<file path="config.mk">
export PLATFORM = sky130hd
export DESIGN_NAME = bomb_scheduler_flat
export DESIGN_NICKNAME = d
export VERILOG_FILES = /design/src/rtl/bomb_if.sv /design/src/rtl/bomb_scheduler.sv /design/src/flat_wrapper.sv
export SDC_FILE = /design/constraint.sdc
export NUM_CORES = 1
export LEC_CHECK = 0
export CORE_ASPECT_RATIO = 2
export CORE_MARGIN = 4
export CORE_UTILIZATION = 54
export DETAILED_ROUTE_END_ITERATION = 6
export PLACE_DENSITY = 0.9
export SYNTH_ARGS = -nofsm -noshare
export SYNTH_HDL_FRONTEND = slang
export SYNTH_SLANG_ARGS = --single-unit
</file>
<file path="constraint.sdc">
create_clock -name frame_clk -period 9.5 [get_ports frame_clk]
set_clock_uncertainty 0.2 [all_clocks]
set_input_delay 0.95 -clock frame_clk [delete_from_list [all_inputs] [get_ports frame_clk]]
set_output_delay 0.95 -clock frame_clk [all_outputs]
set_load 0.03 [all_outputs]
</file>
<file path="src/rtl/bomb_if.sv">
// bomb_if: bundle between the player modules and bomb_scheduler.
// Signalling: drop1/drop2 are plain levels sampled once per frame; only a
// 0->1 change counts as a request. There is no ready/valid pairing. Every
// scheduler output is registered and holds for the whole frame. rej1/rej2
// are single-frame pulses.
interface bomb_if;
  logic       drop1, drop2;
  logic [9:0] user1X, user1Y, user2X, user2Y;
  logic [9:0] bomb1X, bomb1Y, bomb1XS, bomb1YS;
  logic [9:0] bomb2X, bomb2Y, bomb2XS, bomb2YS;
  logic [9:0] tile1X, tile1Y, tile2X, tile2Y;
  logic [1:0] state1, state2;
  logic       rej1, rej2;

  modport master (
    output drop1, drop2, user1X, user1Y, user2X, user2Y,
    input  bomb1X, bomb1Y, bomb1XS, bomb1YS, bomb2X, bomb2Y, bomb2XS, bomb2YS,
    input  tile1X, tile1Y, tile2X, tile2Y, state1, state2, rej1, rej2
  );

  modport slave (
    input  drop1, drop2, user1X, user1Y, user2X, user2Y,
    output bomb1X, bomb1Y, bomb1XS, bomb1YS, bomb2X, bomb2Y, bomb2XS, bomb2YS,
    output tile1X, tile1Y, tile2X, tile2Y, state1, state2, rej1, rej2
  );
endinterface

</file>
<file path="src/rtl/bomb_scheduler.sv">
// bomb_scheduler: per-player bomb lifecycle (IDLE/ARMED/BLAST/COOLDOWN).
// Snaps drops to the 32-px grid and arbitrates same-tile drops round-robin.
// Drives the blast rectangles that the player modules use for kill checks.
// Optional macro CHAIN_REACTION_EN: an armed bomb sitting fully inside the
// other bomb's live blast detonates on the next frame.
module bomb_scheduler #(
  parameter int FUSE_FRAMES     = 120,
  parameter int BLAST_FRAMES    = 30,
  parameter int COOLDOWN_FRAMES = 15,
  parameter int BLAST_R         = 1,
  parameter int USER_XS         = 18,
  parameter int USER_YS         = 26
) (
  input logic   frame_clk,
  input logic   Reset,
  bomb_if.slave bus
);
  typedef enum logic [1:0] {IDLE = 2'd0, ARMED = 2'd1, BLAST = 2'd2, COOLDOWN = 2'd3} state_t;

  localparam logic [7:0] FUSE_LD  = 8'(FUSE_FRAMES - 1);
  localparam logic [7:0] BLAST_LD = 8'(BLAST_FRAMES - 1);
  localparam logic [7:0] COOL_LD  = 8'(COOLDOWN_FRAMES - 1);

  state_t     st [2], st_n [2];
  logic [7:0] cnt [2], cnt_n [2];
  logic [9:0] tile_x [2], tile_y [2], tile_x_n [2], tile_y_n [2];
  logic [9:0] rx [2], ry [2], rxs [2], rys [2];
  logic [9:0] rx_n [2], ry_n [2], rxs_n [2], rys_n [2];
  logic [9:0] user_x [2], user_y [2], snap_x [2], snap_y [2];
  logic       drop_now [2], drop_q [2];
  logic       req [2], occ [2], lose [2], accept [2], chain [2];
  logic       rej [2], rej_n [2];
  logic       rr, rr_n, conflict;

  // Centre of the sprite, shifted back one tile, floored to the grid.
  function automatic logic [9:0] snap(input logic [9:0] p, input logic [9:0] half);
    logic [9:0] col;
    col = (p + half - 10'd32) >> 5;
    return (col << 5) + 10'd32;
  endfunction

  // One axis of the blast rectangle: {start, size}, clipped to [32, hi].
  function automatic logic [19:0] span(input logic [9:0] t, input int hi);
    int l, r;
    l = int'(t) - 32 * BLAST_R;
    if (l < 32) l = 32;
    r = int'(t) + 32 + 32 * BLAST_R;
    if (r > hi) r = hi;
    return {10'(l), 10'(r - l)};
  endfunction

  assign drop_now[0] = bus.drop1;
  assign drop_now[1] = bus.drop2;
  assign user_x[0]   = bus.user1X;
  assign user_y[0]   = bus.user1Y;
  assign user_x[1]   = bus.user2X;
  assign user_y[1]   = bus.user2Y;

  // Next-state, counter, arbitration and rectangle logic for both players.
  always_comb begin
    rr_n = rr;
    for (int i = 0; i < 2; i++) begin
      snap_x[i] = snap(user_x[i], 10'(USER_XS / 2));
      snap_y[i] = snap(user_y[i], 10'(USER_YS / 2));
      req[i]    = drop_now[i] && !drop_q[i] && (st[i] == IDLE);
    end
    conflict = req[0] && req[1] && (snap_x[0] == snap_x[1]) && (snap_y[0] == snap_y[1]);
    if (conflict) rr_n = ~rr;
    lose[0] = conflict && rr;
    lose[1] = conflict && !rr;
    for (int i = 0; i < 2; i++) begin
      st_n[i]     = st[i];
      cnt_n[i]    = cnt[i];
      tile_x_n[i] = tile_x[i];
      tile_y_n[i] = tile_y[i];
      occ[i]      = ((st[1-i] == ARMED) || (st[1-i] == BLAST)) &&
                    (tile_x[1-i] == snap_x[i]) && (tile_y[1-i] == snap_y[i]);
      accept[i]   = req[i] && !occ[i] && !lose[i];
      rej_n[i]    = req[i] && !accept[i];
`ifdef CHAIN_REACTION_EN
      chain[i]    = (rxs[1-i] != 10'd0) && (tile_x[i] >= rx[1-i]) && (tile_y[i] >= ry[1-i]) &&
                    ({1'b0, tile_x[i]} + 11'd32 <= {1'b0, rx[1-i]} + {1'b0, rxs[1-i]}) &&
                    ({1'b0, tile_y[i]} + 11'd32 <= {1'b0, ry[1-i]} + {1'b0, rys[1-i]});
`else
      chain[i]    = 1'b0;
`endif
      case (st[i])
        IDLE: if (accept[i]) begin
          st_n[i]     = ARMED;
          cnt_n[i]    = FUSE_LD;
          tile_x_n[i] = snap_x[i];
          tile_y_n[i] = snap_y[i];
        end
        ARMED: if (cnt[i] == 8'd0 || chain[i]) begin
          st_n[i]  = BLAST;
          cnt_n[i] = BLAST_LD;
        end else cnt_n[i] = cnt[i] - 8'd1;
        BLAST: if (cnt[i] == 8'd0) begin
          st_n[i]  = COOLDOWN;
          cnt_n[i] = COOL_LD;
        end else cnt_n[i] = cnt[i] - 8'd1;
        default: if (cnt[i] == 8'd0) st_n[i] = IDLE;
                 else cnt_n[i] = cnt[i] - 8'd1;
      endcase
      if (st_n[i] == BLAST) begin
        {rx_n[i], rxs_n[i]} = span(tile_x_n[i], 576);
        {ry_n[i], rys_n[i]} = span(tile_y_n[i], 448);
      end else begin
        rx_n[i]  = 10'd0;
        rxs_n[i] = 10'd0;
        ry_n[i]  = 10'd0;
        rys_n[i] = 10'd0;
      end
    end
  end

  // State register; drop history resets high so a held key cannot drop.
  always_ff @(posedge frame_clk) begin
    if (Reset) begin
      rr <= 1'b0;
      for (int i = 0; i < 2; i++) begin
        st[i]     <= IDLE;
        cnt[i]    <= 8'd0;
        tile_x[i] <= 10'd0;
        tile_y[i] <= 10'd0;
        rx[i]     <= 10'd0;
        ry[i]     <= 10'd0;
        rxs[i]    <= 10'd0;
        rys[i]    <= 10'd0;
        rej[i]    <= 1'b0;
        drop_q[i] <= 1'b1;
      end
    end else begin
      rr <= rr_n;
      for (int i = 0; i < 2; i++) begin
        st[i]     <= st_n[i];
        cnt[i]    <= cnt_n[i];
        tile_x[i] <= tile_x_n[i];
        tile_y[i] <= tile_y_n[i];
        rx[i]     <= rx_n[i];
        ry[i]     <= ry_n[i];
        rxs[i]    <= rxs_n[i];
        rys[i]    <= rys_n[i];
        rej[i]    <= rej_n[i];
        drop_q[i] <= drop_now[i];
      end
    end
  end

  assign bus.state1  = st[0];
  assign bus.state2  = st[1];
  assign bus.rej1    = rej[0];
  assign bus.rej2    = rej[1];
  assign bus.tile1X  = tile_x[0];
  assign bus.tile1Y  = tile_y[0];
  assign bus.tile2X  = tile_x[1];
  assign bus.tile2Y  = tile_y[1];
  assign bus.bomb1X  = rx[0];
  assign bus.bomb1Y  = ry[0];
  assign bus.bomb1XS = rxs[0];
  assign bus.bomb1YS = rys[0];
  assign bus.bomb2X  = rx[1];
  assign bus.bomb2Y  = ry[1];
  assign bus.bomb2XS = rxs[1];
  assign bus.bomb2YS = rys[1];
endmodule

</file>
<file path="src/flat_wrapper.sv">
// flat-port wrapper written by rule: the top's interface ports become plain ports
module bomb_scheduler_flat 
#(
  parameter int FUSE_FRAMES     = 120,
  parameter int BLAST_FRAMES    = 30,
  parameter int COOLDOWN_FRAMES = 15,
  parameter int BLAST_R         = 1,
  parameter int USER_XS         = 18,
  parameter int USER_YS         = 26
)
  (frame_clk, Reset, bus_drop1, bus_drop2, bus_user1X, bus_user1Y, bus_user2X, bus_user2Y, bus_bomb1X, bus_bomb1Y, bus_bomb1XS, bus_bomb1YS, bus_bomb2X, bus_bomb2Y, bus_bomb2XS, bus_bomb2YS, bus_tile1X, bus_tile1Y, bus_tile2X, bus_tile2Y, bus_state1, bus_state2, bus_rej1, bus_rej2);
  bomb_if bus_i ();
  input logic frame_clk;
  input logic Reset;
  input wire logic [$bits(bus_i.drop1)-1:0] bus_drop1;
  input wire logic [$bits(bus_i.drop2)-1:0] bus_drop2;
  input wire logic [$bits(bus_i.user1X)-1:0] bus_user1X;
  input wire logic [$bits(bus_i.user1Y)-1:0] bus_user1Y;
  input wire logic [$bits(bus_i.user2X)-1:0] bus_user2X;
  input wire logic [$bits(bus_i.user2Y)-1:0] bus_user2Y;
  output wire logic [$bits(bus_i.bomb1X)-1:0] bus_bomb1X;
  output wire logic [$bits(bus_i.bomb1Y)-1:0] bus_bomb1Y;
  output wire logic [$bits(bus_i.bomb1XS)-1:0] bus_bomb1XS;
  output wire logic [$bits(bus_i.bomb1YS)-1:0] bus_bomb1YS;
  output wire logic [$bits(bus_i.bomb2X)-1:0] bus_bomb2X;
  output wire logic [$bits(bus_i.bomb2Y)-1:0] bus_bomb2Y;
  output wire logic [$bits(bus_i.bomb2XS)-1:0] bus_bomb2XS;
  output wire logic [$bits(bus_i.bomb2YS)-1:0] bus_bomb2YS;
  output wire logic [$bits(bus_i.tile1X)-1:0] bus_tile1X;
  output wire logic [$bits(bus_i.tile1Y)-1:0] bus_tile1Y;
  output wire logic [$bits(bus_i.tile2X)-1:0] bus_tile2X;
  output wire logic [$bits(bus_i.tile2Y)-1:0] bus_tile2Y;
  output wire logic [$bits(bus_i.state1)-1:0] bus_state1;
  output wire logic [$bits(bus_i.state2)-1:0] bus_state2;
  output wire logic [$bits(bus_i.rej1)-1:0] bus_rej1;
  output wire logic [$bits(bus_i.rej2)-1:0] bus_rej2;
  assign bus_i.drop1 = bus_drop1;
  assign bus_i.drop2 = bus_drop2;
  assign bus_i.user1X = bus_user1X;
  assign bus_i.user1Y = bus_user1Y;
  assign bus_i.user2X = bus_user2X;
  assign bus_i.user2Y = bus_user2Y;
  assign bus_bomb1X = bus_i.bomb1X;
  assign bus_bomb1Y = bus_i.bomb1Y;
  assign bus_bomb1XS = bus_i.bomb1XS;
  assign bus_bomb1YS = bus_i.bomb1YS;
  assign bus_bomb2X = bus_i.bomb2X;
  assign bus_bomb2Y = bus_i.bomb2Y;
  assign bus_bomb2XS = bus_i.bomb2XS;
  assign bus_bomb2YS = bus_i.bomb2YS;
  assign bus_tile1X = bus_i.tile1X;
  assign bus_tile1Y = bus_i.tile1Y;
  assign bus_tile2X = bus_i.tile2X;
  assign bus_tile2Y = bus_i.tile2Y;
  assign bus_state1 = bus_i.state1;
  assign bus_state2 = bus_i.state2;
  assign bus_rej1 = bus_i.rej1;
  assign bus_rej2 = bus_i.rej2;
  bomb_scheduler #(.FUSE_FRAMES(FUSE_FRAMES), .BLAST_FRAMES(BLAST_FRAMES), .COOLDOWN_FRAMES(COOLDOWN_FRAMES), .BLAST_R(BLAST_R), .USER_XS(USER_XS), .USER_YS(USER_YS)) u_core (.frame_clk(frame_clk), .Reset(Reset), .bus(bus_i));
endmodule
</file>
==> impl_metrics.toml <==
[outcome]
status = "finished, final reports clean"

[clock_network]
cts_setup_buffers = 0
cts_tree = "yes"
clk_pin_slew_ns = 0.06
clkSinkCount = 145
cts_resized = 0
cts_buffers = 17
postCtsHoldBufs = 0
root_buffer = "clkbuf_16"
htreeDepth = 4
clk_path_buf_depth = 2
clk_latency_ns = 0.44

[worst_setup_path]
cp-startpoint = "bus_user2Y[1]"
r2r_end = "u_core.rxs[0][19]"
reg2reg_depth = 28
cp_top_family = "simple AND/OR/NAND/NOR gates"
worst_ep_required_time_ns = 9.65
crit_path_end_kind = "flip-flop"
critPathKind = "in2reg"
start_kind = "primary input"
slowest_stage = "o21ai_0"
cp.arrival_ns = 8.93
timing.rr.start = "u_core.st[0][2]"
path_buf_inv = 2
cp_max_fo = 7
r2r_setup_slack_ns = 2.17
slowest_delay_ns = 0.67

[global_routing]
grt_usage_pct = 29.3
grt_overflow = 0
grt_pass1_wl_um = 45000
grt_pass1_vias = 9303
antenna_found_initial = 0
grt_max_degree = 48

[synthesis]
synthCells = 1137
ys_ff_latch = 145
muxShareOfSynthArea_pct = 2.35
netlist_area_sq_um = 9250
synth.distinct_cells = 89
synth_top_family_by_area = "simple AND/OR/NAND/NOR gates"
synth_xor_area_share_pct = 9.20
async_flop_share_pct = 0
synthAdderAreaFrac_pct = 8.98
synth_compound_area_share_pct = 17.8
avgSynthCellArea_sq_um = 8.14
synth_ff_type = "dfxtp_1"
yosys.area_share.simple_pct = 26.6
synth_edf_count = 0
ys_warn_count = 0
syn_nets = 1245
yosysSeqAreaShare_pct = 31.4

[floorplanning]
dieArea_sq_um = 19400
pin_count = 170
coreArea_sq_um = 16800
fp.dieW_um = 101
num_rows = 67
initial_core_util_pct = 55.2
die_h_um = 193

[sta]
fmax_mhz = 114
drv_slew = 0
worstMarginPinSlew_ns = 0.853
grt_setup_unrepaired = "no"
fin_crit_ns = 8.78
hold_viol = 0
fin_crit_sh_pct = 92.4
maxSlewHeadroom_pct = 42.9
setup_viol_count_final = 0
tns_ns = 0

[drt]
drt_pass1_iterations = 5
wl_um = 28000
wl_met1_um = 9170
vias = 9098
top_layer = "met4"
wl_met2_um = 15100
wl_per_cell_um = 18.4
antenna_left = 0
vias_per_cell = 5.99
drc = 0
dr.first_iter.drc_count = 513
wl_met3_um = 1660

[cells_and_area]
fin_nets = 1406
syn_to_final_growth_pct = 26.5
multi_input_area_sq_um = 6000
fin_area_sq_um = 11700
seqCellArea_sq_um = 2900
utilization_pct = 69.8
drive_above_1_share_pct = 6.86
fillers = 1353
n_antenna_cell = 0

[power]
fin_total_pwr_mw = 2.69
powerDensity_nw_per_um2 = 230
vdd.ir_drop.worst_v = 0.000214
leakage_nw = 4.67

[place]
place_congestion = 1.01
dp_hpwl_um = 21300
numPortBuffers = 169
placed_cell_area_sq_um = 11100

[worst_hold_path]
hold_depth = 2
hp-start = "u_core.cnt[0][7]"
hp-class = "reg2reg"
holdPathEnd = "u_core.cnt[0][7]"

[flow_run]
drv_cap = 0
==> layout by cell type (no fill, tap or decap), types with 30 or more instances in the layout <==
master	n
clkdlybuf4s50_1	169
nor2b_1	30
dfxtp_1	145
inv_1	47
a21oi_1	67
o21ai_0	56
nor2_1	137
and2_1	35
nand2_1	79
ha_1	60
xnor2_1	58
nor3_1	48
==> worst reg2reg max path, delay by kind of cell, from the launching register on <==
kind,cells,cell delay [ns]
XOR/XNOR,2,0.30
flip-flops,1,0.39
adder cells (fa/ha/maj),3,0.84
buffers and inverters,2,0.26
AND/OR/NAND/NOR,11,3.35
AO/OA/AOI/OAI,10,1.92
==> layer usage <==
layer / track usage (%) / up-vias
met5: 0 / -
met4: 21.1 / 0
met3: 7.24 / 126
met2: 54.9 / 349
met1: 26.6 / 4290
li1: - / 4333
==> sequential cells by signal (all words and copies together) (netlist names) <==
register,cells
u_core.cnt,16
u_core.rys,20
u_core.ry,20
u_core.rr,1
u_core.rx,20
u_core.st,4
u_core.tile_x,20
u_core.tile_y,20
u_core.rxs,20
u_core.drop_q,2
u_core.rej,2
==> layout make-up <==
class | count | share of cell area [%]
Clock buffer | 19 | 3.87
Clock inverter | 13 | 0.994
Inverter | 47 | 1.51
Multi-Input combinational cell | 904 | 51.3
Sequential cell | 145 | 24.8
Tap cell | 207 | 2.21
Timing Repair Buffer | 183 | 15.4
==> Yosys cell counts, drive strengths merged, types with 3 or more instances <==
library cell  instances  area (sq um)
dfxtp               145          2900
nor2                139           527
nand2                79           297
a21oi                67           335
xnor2                61           568
ha                   60           751
o21ai                59           299
nor3                 49           250
inv                  47           176
and2                 37           231
nor2b                30           188
and3                 29           191
clkbuf               29           110
nand3                28           140
xor2                 25           238
a21o                 22           165
a211oi               20           175
mux2i                19           206
nand2b               17           106
a31oi                16           106
or2                  16           100
or3                  14          87.6
buf                  12          62.6
nor4                 12          81.3
nand4                10          62.6
o21a                  7          67.6
or4                   7          56.3
o211ai                6          50.1
o21bai                6          45.0
o31ai                 6          45.0
a211o                 4          36.3
and4                  4          35.0
fa                    4          80.1
nand3b                4          30.0
a21boi                3          22.5
o41ai                 3          26.3
==> how the worst max path moves through the flow <==
stage                     slack, ns  cells past startpoint                 to
final                          0.72                     31  u_core.rxs[0][19]
after global routing           0.20                     31  u_core.rxs[0][19]
after CTS                      0.92                     31  u_core.rxs[0][19]
after detailed placement       0.63                     31  u_core.rxs[0][19]
after global placement         0.89                     33  u_core.rxs[0][19]
after floorplan                1.76                     36  u_core.rxs[0][19]
==> metrics by stage <==
stage | setup WS, ns | cells | hold WS [ns]
3_3_place_gp | 0.893 | 1486 | 0.244
6_report | 0.721 | 1518 | 0.257
5_1_grt | 0.201 | 1518 | 0.271
2_1_floorplan | 1.76 | 1137 | 0.232
4_1_cts | 0.922 | 1518 | 0.255
3_5_place_dp | 0.632 | 1486 | 0.247
==> power by group <==
| group | switching (mW) | internal, mW |
|---|---|---|
| sequential | 0.0697 | 0.691 |
| clock | 0.293 | 0.357 |
| combinational | 0.772 | 0.509 |
| total | 1.13 | 1.56 |
==> kinds of logic (layout without fill, tap and decap cells) <==
| group | count (synthesis) | count (layout) |
|---|---|---|
| AND/OR/NAND/NOR | 483 | 483 |
| buffers and inverters | 88 | 262 |
| adder cells (fa/ha/maj) | 64 | 64 |
| multiplexers | 20 | 20 |
| flip-flops | 145 | 145 |
| XOR/XNOR | 88 | 88 |
| AO/OA/AOI/OAI | 249 | 249 |
(Power assumes the default switching activity.)
